<file path="src/rtl/mem_arbiter_pkg.sv">
// Shared size encodings, default UART address and RAM request bundle for mem_arbiter.
// No logic; types and constants only.
// Sizes use the u_b_h_w code: bit1 word, bit0 half, neither byte, bit2 unsigned.
package mem_arbiter_pkg;

    typedef enum logic [2:0] {
        SIZE_B  = 3'b000,
        SIZE_H  = 3'b001,
        SIZE_W  = 3'b010,
        SIZE_BU = 3'b100,
        SIZE_HU = 3'b101
    } size_t;

    localparam logic [31:0] UART_ADDR_DEFAULT = 32'h1000_0000;

    typedef struct packed {
        logic [31:0] addr;
        logic [31:0] din;
        logic [2:0]  size;
        logic        we;
    } ram_req_t;

endpackage

</file>
<file path="src/rtl/mem_arb_fair.sv">
// Fetch/data winner select with a bounded data-port streak so fetch cannot starve.
// Latency: grants are combinational in the request cycle.
// Backpressure: the loser simply sees no grant and holds its request.
module mem_arb_fair #(
    parameter int MAX_STREAK = 4
) (
    input  logic clk,
    input  logic rst,
    input  logic i_vld,
    input  logic d_vld,
    output logic i_gnt,
    output logic d_gnt
);

    localparam int SW = ($clog2(MAX_STREAK + 1) > 0) ? $clog2(MAX_STREAK + 1) : 1;

    logic [SW-1:0] streak;
    logic          sat;

    assign sat   = (streak == SW'(MAX_STREAK));
    assign d_gnt = !rst && d_vld && !(i_vld && sat);
    assign i_gnt = !rst && i_vld && !d_gnt;

    // Streak only counts data wins that actually kept a waiting fetch out.
    always_ff @(posedge clk) begin
        if (rst || !i_vld || i_gnt) begin
            streak <= '0;
        end else if (d_gnt && !sat) begin
            streak <= streak + SW'(1);
        end
    end

endmodule

</file>
<file path="src/rtl/mem_arbiter.sv">
// Two-port (fetch/data) arbiter onto a single combinational-read RAM, with UART store detect.
// Latency: grant same cycle as valid; response exactly one cycle after grant.
// Backpressure: ready is the grant; responses cannot be stalled by the requester.
module mem_arbiter
    import mem_arbiter_pkg::*;
#(
    parameter int          MAX_STREAK = 4,
    parameter logic [31:0] UART_ADDR  = UART_ADDR_DEFAULT
) (
    input  logic        clk,
    input  logic        rst,
    input  logic        i_req_valid,
    input  logic [31:0] i_req_addr,
    output logic        i_req_ready,
    output logic        i_resp_valid,
    output logic [31:0] i_resp_data,
    input  logic        d_req_valid,
    input  logic        d_req_we,
    input  logic [31:0] d_req_addr,
    input  logic [31:0] d_req_wdata,
    input  logic [2:0]  d_req_size,
    output logic        d_req_ready,
    output logic        d_resp_valid,
    output logic [31:0] d_resp_data,
    output logic [31:0] ram_addr,
    output logic [31:0] ram_din,
    output logic        ram_we,
    output logic [2:0]  ram_size,
    input  logic [31:0] ram_dout,
    output logic        uart_busy
);

    logic        i_gnt;
    logic        d_gnt;
    logic        uart_hit;
    logic        i_resp_q;
    logic        d_resp_q;
    logic        uart_q;
    logic [31:0] i_data_q;
    logic [31:0] d_data_q;
    ram_req_t    ram_req;

    mem_arb_fair #(
        .MAX_STREAK(MAX_STREAK)
    ) u_fair (
        .clk  (clk),
        .rst  (rst),
        .i_vld(i_req_valid),
        .d_vld(d_req_valid),
        .i_gnt(i_gnt),
        .d_gnt(d_gnt)
    );

    assign i_req_ready = i_gnt;
    assign d_req_ready = d_gnt;

    always_comb begin
        ram_req      = '0;
        ram_req.size = SIZE_W;
        if (d_gnt) begin
            ram_req.addr = d_req_addr;
            ram_req.din  = d_req_wdata;
            ram_req.size = d_req_size;
            ram_req.we   = d_req_we;
        end else if (i_gnt) begin
            ram_req.addr = i_req_addr;
        end
    end

    assign ram_addr = ram_req.addr;
    assign ram_din  = ram_req.din;
    assign ram_size = ram_req.size;
    assign ram_we   = ram_req.we;

    // UART stores still go to the RAM bus; the RAM ignores that address.
    assign uart_hit = d_gnt && d_req_we && (d_req_addr == UART_ADDR);

    always_ff @(posedge clk) begin
        if (rst) begin
            i_resp_q <= 1'b0;
            d_resp_q <= 1'b0;
            uart_q   <= 1'b0;
            i_data_q <= '0;
            d_data_q <= '0;
        end else begin
            i_resp_q <= i_gnt;
            d_resp_q <= d_gnt;
            uart_q   <= uart_hit;
            if (i_gnt) begin
                i_data_q <= ram_dout;
            end
            if (d_gnt) begin
                d_data_q <= d_req_we ? 32'h0 : ram_dout;
            end
        end
    end

    // Gating by rst drops a response whose grant landed just before reset.
    assign i_resp_valid = i_resp_q && !rst;
    assign d_resp_valid = d_resp_q && !rst;
    assign uart_busy    = uart_q && !rst;
    assign i_resp_data  = i_data_q;
    assign d_resp_data  = d_data_q;

endmodule

</file>
<file path="config.mk">
export PLATFORM = sky130hd
export DESIGN_NAME = mem_arbiter
export DESIGN_NICKNAME = d
export VERILOG_FILES = /design/src/rtl/mem_arbiter_pkg.sv /design/src/rtl/mem_arb_fair.sv /design/src/rtl/mem_arbiter.sv
export SDC_FILE = /design/constraint.sdc
export NUM_CORES = 1
export LEC_CHECK = 0
export ABC_AREA = 1
export BUFFER_PORTS_ARGS = -buffer_cell sky130_fd_sc_hd__buf_2
export CORE_AREA = 2 2 106 108
export CTS_CLUSTER_DIAMETER = 100
export DETAILED_ROUTE_END_ITERATION = 8
export DIE_AREA = 0 0 108 110
export PLACE_DENSITY = 0.69
export SLEW_MARGIN = 20
export SYNTH_ARGS = -nofsm -noshare
export SYNTH_HDL_FRONTEND = slang
export SYNTH_SLANG_ARGS = --single-unit
</file>
<file path="constraint.sdc">
create_clock -name clk -period 1.4 [get_ports clk]
set_input_delay 0.21 -clock clk [delete_from_list [all_inputs] [get_ports clk]]
set_output_delay 0.21 -clock clk [all_outputs]
set_load 0.01 [all_outputs]
</file>
==> reports/qor.yml, run 1 <==
status:
  status: "finished with violations"
  failed_checks: "setup timing"
power_and_ir_drop:
  p_int_mw: 3.964
  pwr-share-clk: 0.365
  power_leakage_nw: 3.454
  power-per-cell-area_mw_per_mm2: 920.1
  ir_drop_mv: 0.5200
  combPwrFrac: 0.238
  switchingPower_mw: 1.506
  seqPwrFrac: 0.397
  netSwitchingFraction: 0.2753
clock_tree:
  clk_root_buffer_cell: "clkbuf_8"
  clock_insertion_delay_worst_skew_ns: 0.34
  path_clk_slew_ns: 0.08
  cts.htree.levels: 3
  cts_buffers: 9
  cts_max_path_buffers: 2
  cts_tree: "yes"
  cts_sinks: 70
  cts_hold_buf: 0
layout:
  drive_above_1_share: 0.5111
  diodes: 0
  fin_nets: 942
  utilization: 0.5557
  area_growth_syn_to_layout_pct: 80.58
  final_cells: 948
setup_path:
  slowest_delay_ns: 0.33
  slowest_stage: "dfxtp_2"
  crit_path_cell_trace: "inv_2, ha_4, nand3_4, nand2_4, nand2_4, clkinv_8, clkbuf_16, nand2_4, nand2_2, buf_6"
  required_ns: 1.19
  end_kind: "output pin"
  path_common_cell: "nand2_4"
  cp.arrival_ns: 1.62
  critPathLaunchType: "register"
  critPathKind: "register to output pin"
  crit_fanout: 7
logic_synthesis:
  syn_avg_cell_area_um2: 6.343
  ys_async_sr_fraction: 0
  synth.most_common_cell: "nand2_1"
  ys_top_cells_by_area: "dfxtp_1, nand2_1, nor2_1"
  synthCells: 519
  yosysUniqueCellTypes: 20
  synth_top_area_frac: 0.4257
  synth_area_mm2: 0.003292
  synth_top_area_cell: "dfxtp_1"
  yosys_most_used_dff: "dfxtp_1"
  synth_commonest_cells: "nand2_1, nor2_1, dfxtp_1"
  syn_nets: 657
  ys_ff_latch: 70
  synth_warnings: 0
  synth_edf_count: 0
  yosysSeqAreaShare: 0.4257
floorplan:
  num_io_pins: 273
  rows: 38
  initial_core_util: 0.3077
  die_h_um: 110
  core_area_mm2: 0.01070
  dieArea_mm2: 0.01188
  die_w_um: 108
place:
  numPortBuffers: 272
  place_ws_ns: -0.1873
  place_hpwl_um: 8914
  dp.cells: 922
  place_congestion: 0.8387
timing:
  tightest_slew_ns: 0.4730
  drv_slew: 0
  finalCritPeriodShare: 1.305
  hold_viol: 0
  period_needed_ns: 1.826
  setup_violations: 75
  maxSlewHeadroom: 0.6843
  max_freq_ghz: 0.5475
  worst_slack_ns: -0.4265
  skew_ns: 0.01038
  rsz0062_at_grt: "yes"
routing:
  drc: 0
  vias: 4214
  wire_per_inst_um: 13.31
  routed_via_density: 4.445
  dr.pass1.iters: 4
  ant_nets: 0
  drtIter0Drc: 186
  wirelength_um: 12620
grt:
  grt_usage: 0.1916
  grt_pass1_vias: 3720
  grt_max_degree: 38
  grt_pass1_wl_um: 17980
  gr-total-overflow: 0
  antenna_found_initial: 0
min_path:
  min_path_type: "input port to register"
flow_run:
  cap_viol_max_count: 0
[power groups by stage]
stage / Clock, mW / Sequential [mW] / Combinational (mW)
2_1_floorplan: 0 / 2.28 / 0.456
3_3_place_gp: 0 / 2.22 / 1.08
3_5_place_dp: 0 / 2.22 / 1.09
4_1_cts: 2.06 / 2.17 / 1.21
5_1_grt: 2.13 / 2.19 / 1.42
6_report: 1.99 / 2.17 / 1.30
[cells by family after synthesis]
logic type | count (synthesis) | share of synthesized area
AO/OA/AOI/OAI | 66 | 0.1003
AND/OR/NAND/NOR | 297 | 0.3573
adder cells (fa/ha/maj) | 2 | 0.007600
XOR/XNOR | 1 | 0.002661
flip-flops | 70 | 0.4257
buffers and inverters | 83 | 0.1064
[metal layers]
layer  GRT usage  wire [µm]
met2      0.3279       6202
met3     0.05056        932
met4     0.05769        197
met5           0          0
met1      0.2368       5286
[registers in the layout (all words and copies together) (netlist names)]
name and flops:
i_resp_q 1, uart_q 1, i_resp_data 32, d_resp_data 32, u_fair.streak 3, d_resp_q 1
[worst max-delay path, delay by kind of cell, from the launching register on]
kind | cells | cell delay [ns]
buffers and inverters | 4 | 0.43
AND/OR/NAND/NOR | 5 | 0.37
adder cells (fa/ha/maj) | 1 | 0.15
flip-flops | 1 | 0.33
[worst paths after layout]
kind	start	end	cells after the start	slack, ns
worst max-delay path	u_fair.streak[1]	ram_addr[27]	10	-0.43
worst min-delay path	ram_dout[8]	i_resp_data[8]	3	0.08
worst max register to register	u_fair.streak[1]	uart_q	10	-0.07
worst min register to register	i_resp_data[26]	i_resp_data[26]	2	0.46
[what timing repair did]
action,CTS,global route
pin swaps,4,8
cloned,1,5
setup endpoints to repair,96,127
setup buffers,3,2
gates resized for setup,61,37
[per-stage QoR]
step	setup TNS, ns	hold WS (ns)	instance area [µm²]	power [mW]
4_1_cts	-26.17	0.05797	5672	5.449
5_1_grt	-35.84	0.06663	5944	5.737
3_3_place_gp	-2.391	0.4224	5094	3.296
2_1_floorplan	-1.013	0.3205	3473	2.733
6_report	-24.82	0.07705	5944	5.470
3_5_place_dp	-3.131	0.4229	5094	3.307
[cells in the final DEF (no fill, tap or decap)]
master / Yosys / routed
nand2_1: 164 / 103
nand2_2: 1 / 42
buf_16: 0 / 1
nand3_2: 0 / 1
xnor2_1: 1 / 1
o21ai_1: 2 / 6
bufinv_16: 0 / 3
nor2_2: 1 / 8
clkbuf_8: 0 / 10
inv_6: 0 / 1
buf_6: 1 / 40
inv_2: 2 / 4
a21oi_1: 32 / 27
buf_12: 0 / 8
ha_1: 2 / 1
dfxtp_2: 0 / 2
buf_4: 5 / 17
clkbuf_16: 0 / 3
nor3_1: 1 / 1
nand2_4: 1 / 21
clkinv_8: 0 / 1
a21oi_2: 0 / 5
nand3_1: 36 / 34
or2_2: 1 / 1
nand3_4: 0 / 1
dfxtp_1: 70 / 68
nor2_1: 92 / 81
clkinvlp_4: 0 / 1
nor2_4: 0 / 4
inv_1: 48 / 45
o21ai_0: 32 / 28
buf_2: 10 / 238
ha_4: 0 / 1
[cell type report]
class | count | area (µm²)
inverters | 50 | 200.2
repair buffers | 307 | 2032
fillers | 1042 | 4753
clock buffers | 10 | 137.6
clock inverters | 5 | 106.4
flip-flops and latches | 70 | 1404
well taps | 140 | 175.2
multi-input cells | 366 | 1889
Power figures use the tool's default switching activity.
==> run 2: changes to the inputs <==
TNS_END_PERCENT = 30   (was unset)
==> reports/qor.yml, run 2 (synthesis results as in run 1) <==
routing:
  wl_met2_um: 6205  # about the same
  routed_via_density: 4.528  # +1.9%
  drtIter0Drc: 297  # +60%
  wire_per_inst_um: 14.23  # +6.9%
  wirelength_um: 13360  # +5.9%
  met1_length_um: 5701  # +7.9%
  vias: 4252  # +0.90%
  dr.pass1.iters: 4  # unchanged
  ant_nets: 0  # unchanged
  met3_length_um: 1246  # +34%
  maxUsedRoutingLayer: "met4"
  drc: 0  # unchanged
setup_path:
  crit_fanout: 8  # +1
  end_kind: "output pin"
  slowest_stage: "dfxtp_2"
  path_common_cell: "nand2_4"
  cp.arrival_ns: 1.65  # +0.03 ns
  critPathKind: "register to output pin"
  crit_path_cell_trace: "inv_2, ha_4, nand3_4, nand2_4, nand2_4, clkinv_8, clkbuf_16, nand2_1, nand2_2, buf_6"
  critPathLaunchType: "register"
  slowest_delay_ns: 0.33  # about the same
  rrSetupSlack_ns: -0.09  # -0.02 ns
  required_ns: 1.19  # about the same
timing:
  drv_slew: 0  # unchanged
  max_freq_ghz: 0.5384  # -1.7%
  setup_violations: 91  # +21%
  tightest_slew_ns: 0.3820  # -0.09101 ns
  maxSlewHeadroom: 0.7453  # +0.06102
  hold-worst-slack_ns: 0.06874  # -0.008315 ns
  worst_slack_ns: -0.4574  # -0.03092 ns
  rsz0062_at_grt: "yes"
  skew_ns: 0.01814  # +0.007760 ns
  finalCritPeriodShare: 1.327  # +0.02208
  period_needed_ns: 1.857  # +0.03092 ns
  hold_viol: 0  # unchanged
clock_tree:
  cts_max_path_buffers: 2  # unchanged
  clk_root_buffer_cell: "clkbuf_8"
  cts.htree.levels: 3  # unchanged
  cts_sinks: 70  # unchanged
  cts_hold_buf: 0  # unchanged
  path_clk_slew_ns: 0.09  # about the same
  clock_insertion_delay_worst_skew_ns: 0.34  # about the same
  cts_tree: "yes"
  cts_buffers: 9  # unchanged
place:
  place_ws_ns: -0.1128  # +0.07451 ns
  numPortBuffers: 272  # unchanged
  place_hpwl_um: 9561  # +7.3%
  place_congestion: 0.8753  # +4.4%
  dp.cells: 918  # -0.43%
layout:
  final_cell_mix: "buf_2, nand2_1, nor2_1"
  layout_commonest_cell: "buf_2"
  area_growth_syn_to_layout_pct: 73.01
  fin_nets: 932  # -1.1%
  final_cells: 939  # -0.95%
  diodes: 0  # unchanged
  drive_above_1_share: 0.4944  # -0.01677
floorplan:
  core_area_mm2: 0.01070  # unchanged
  dieArea_mm2: 0.01188  # unchanged
  num_io_pins: 273  # unchanged
  die_w_um: 108  # unchanged
  rows: 38  # unchanged
  die_h_um: 110  # unchanged
  initial_core_util: 0.3077  # unchanged
grt:
  grt_pass1_wl_um: 19650  # +9.3%
  antenna_found_initial: 0  # unchanged
  grt_max_degree: 35  # -7.9%
  gr-total-overflow: 0  # unchanged
  grt_pass1_vias: 3921  # +5.4%
  grt_usage: 0.2118  # +0.02027
power_and_ir_drop:
  power_leakage_nw: 3.352  # -2.9%
  ir_drop_mv: 0.7699  # +48%
  power-per-cell-area_mw_per_mm2: 900.0  # -2.2%
flow_run:
  cap_viol_max_count: 0  # unchanged
status:
  failed_checks: "setup timing"
  status: "finished with violations"
min_path:
  min_path_type: "input port to register"
[run 2: critical path, delay by kind of cell (launching register included)]
kind,cells,cell delay (ns)
buf+inv,4,0.43
fa+ha+maj,1,0.15
simple gates,5,0.39
flops,1,0.33
[run 2: per-layer routing]
metal	global-route usage	up-vias
li1	-	2146
met1	0.2757	1875
met5	0	-
met3	0.06467	19
met2	0.3450	212
met4	0.05128	0
[run 2: through the flow]
| stage | instance area [µm²] | utilization | TNS [ns] | total power [mW] |
|---|---|---|---|---|
| 3_5_place_dp | 4989 | 0.4663 | -3.943 | 3.290 |
| 6_report | 5695 | 0.5324 | -27.09 | 5.126 |
| 4_1_cts | 5459 | 0.5103 | -27.17 | 5.105 |
| 2_1_floorplan | 3436 | - | -0.5076 | 2.726 |
| 5_1_grt | 5695 | 0.5324 | -39.68 | 5.406 |
| 3_3_place_gp | 4989 | 0.4663 | -2.476 | 3.281 |
[run 2: final timing paths]
check	startpoint	end	cells after the start
worst max-delay path	u_fair.streak[1]	ram_addr[8]	10
worst min-delay path	ram_dout[8]	i_resp_data[8]	3
worst max register to register	u_fair.streak[1]	i_resp_data[2]	10
worst min register to register	i_resp_data[8]	i_resp_data[8]	2
[run 2: layout make-up]
type	instances	area (µm²)
timing repair buffer	297	1871
clock buffer	10	137.6
multi-input combinational	366	1839
inverter	50	200.2
clock inverter	6	68.82
sequential	70	1404
fill	1094	5002
tap	140	175.2
[run 2: power breakdown]
group          switching, mW  total (mW)  internal, mW  leakage [nW]
logic                  0.684        1.26         0.577          2.67
registers             0.0602        2.18          2.12         0.577
clock network          0.807        1.69         0.881         0.103
[run 2: repair_timing]
item,4_1_cts,5_1_grt
cloned,2,2
buffers inserted,1,0
pin swaps,1,3
resized for setup,46,66
endpoints found under the setup margin,109,133
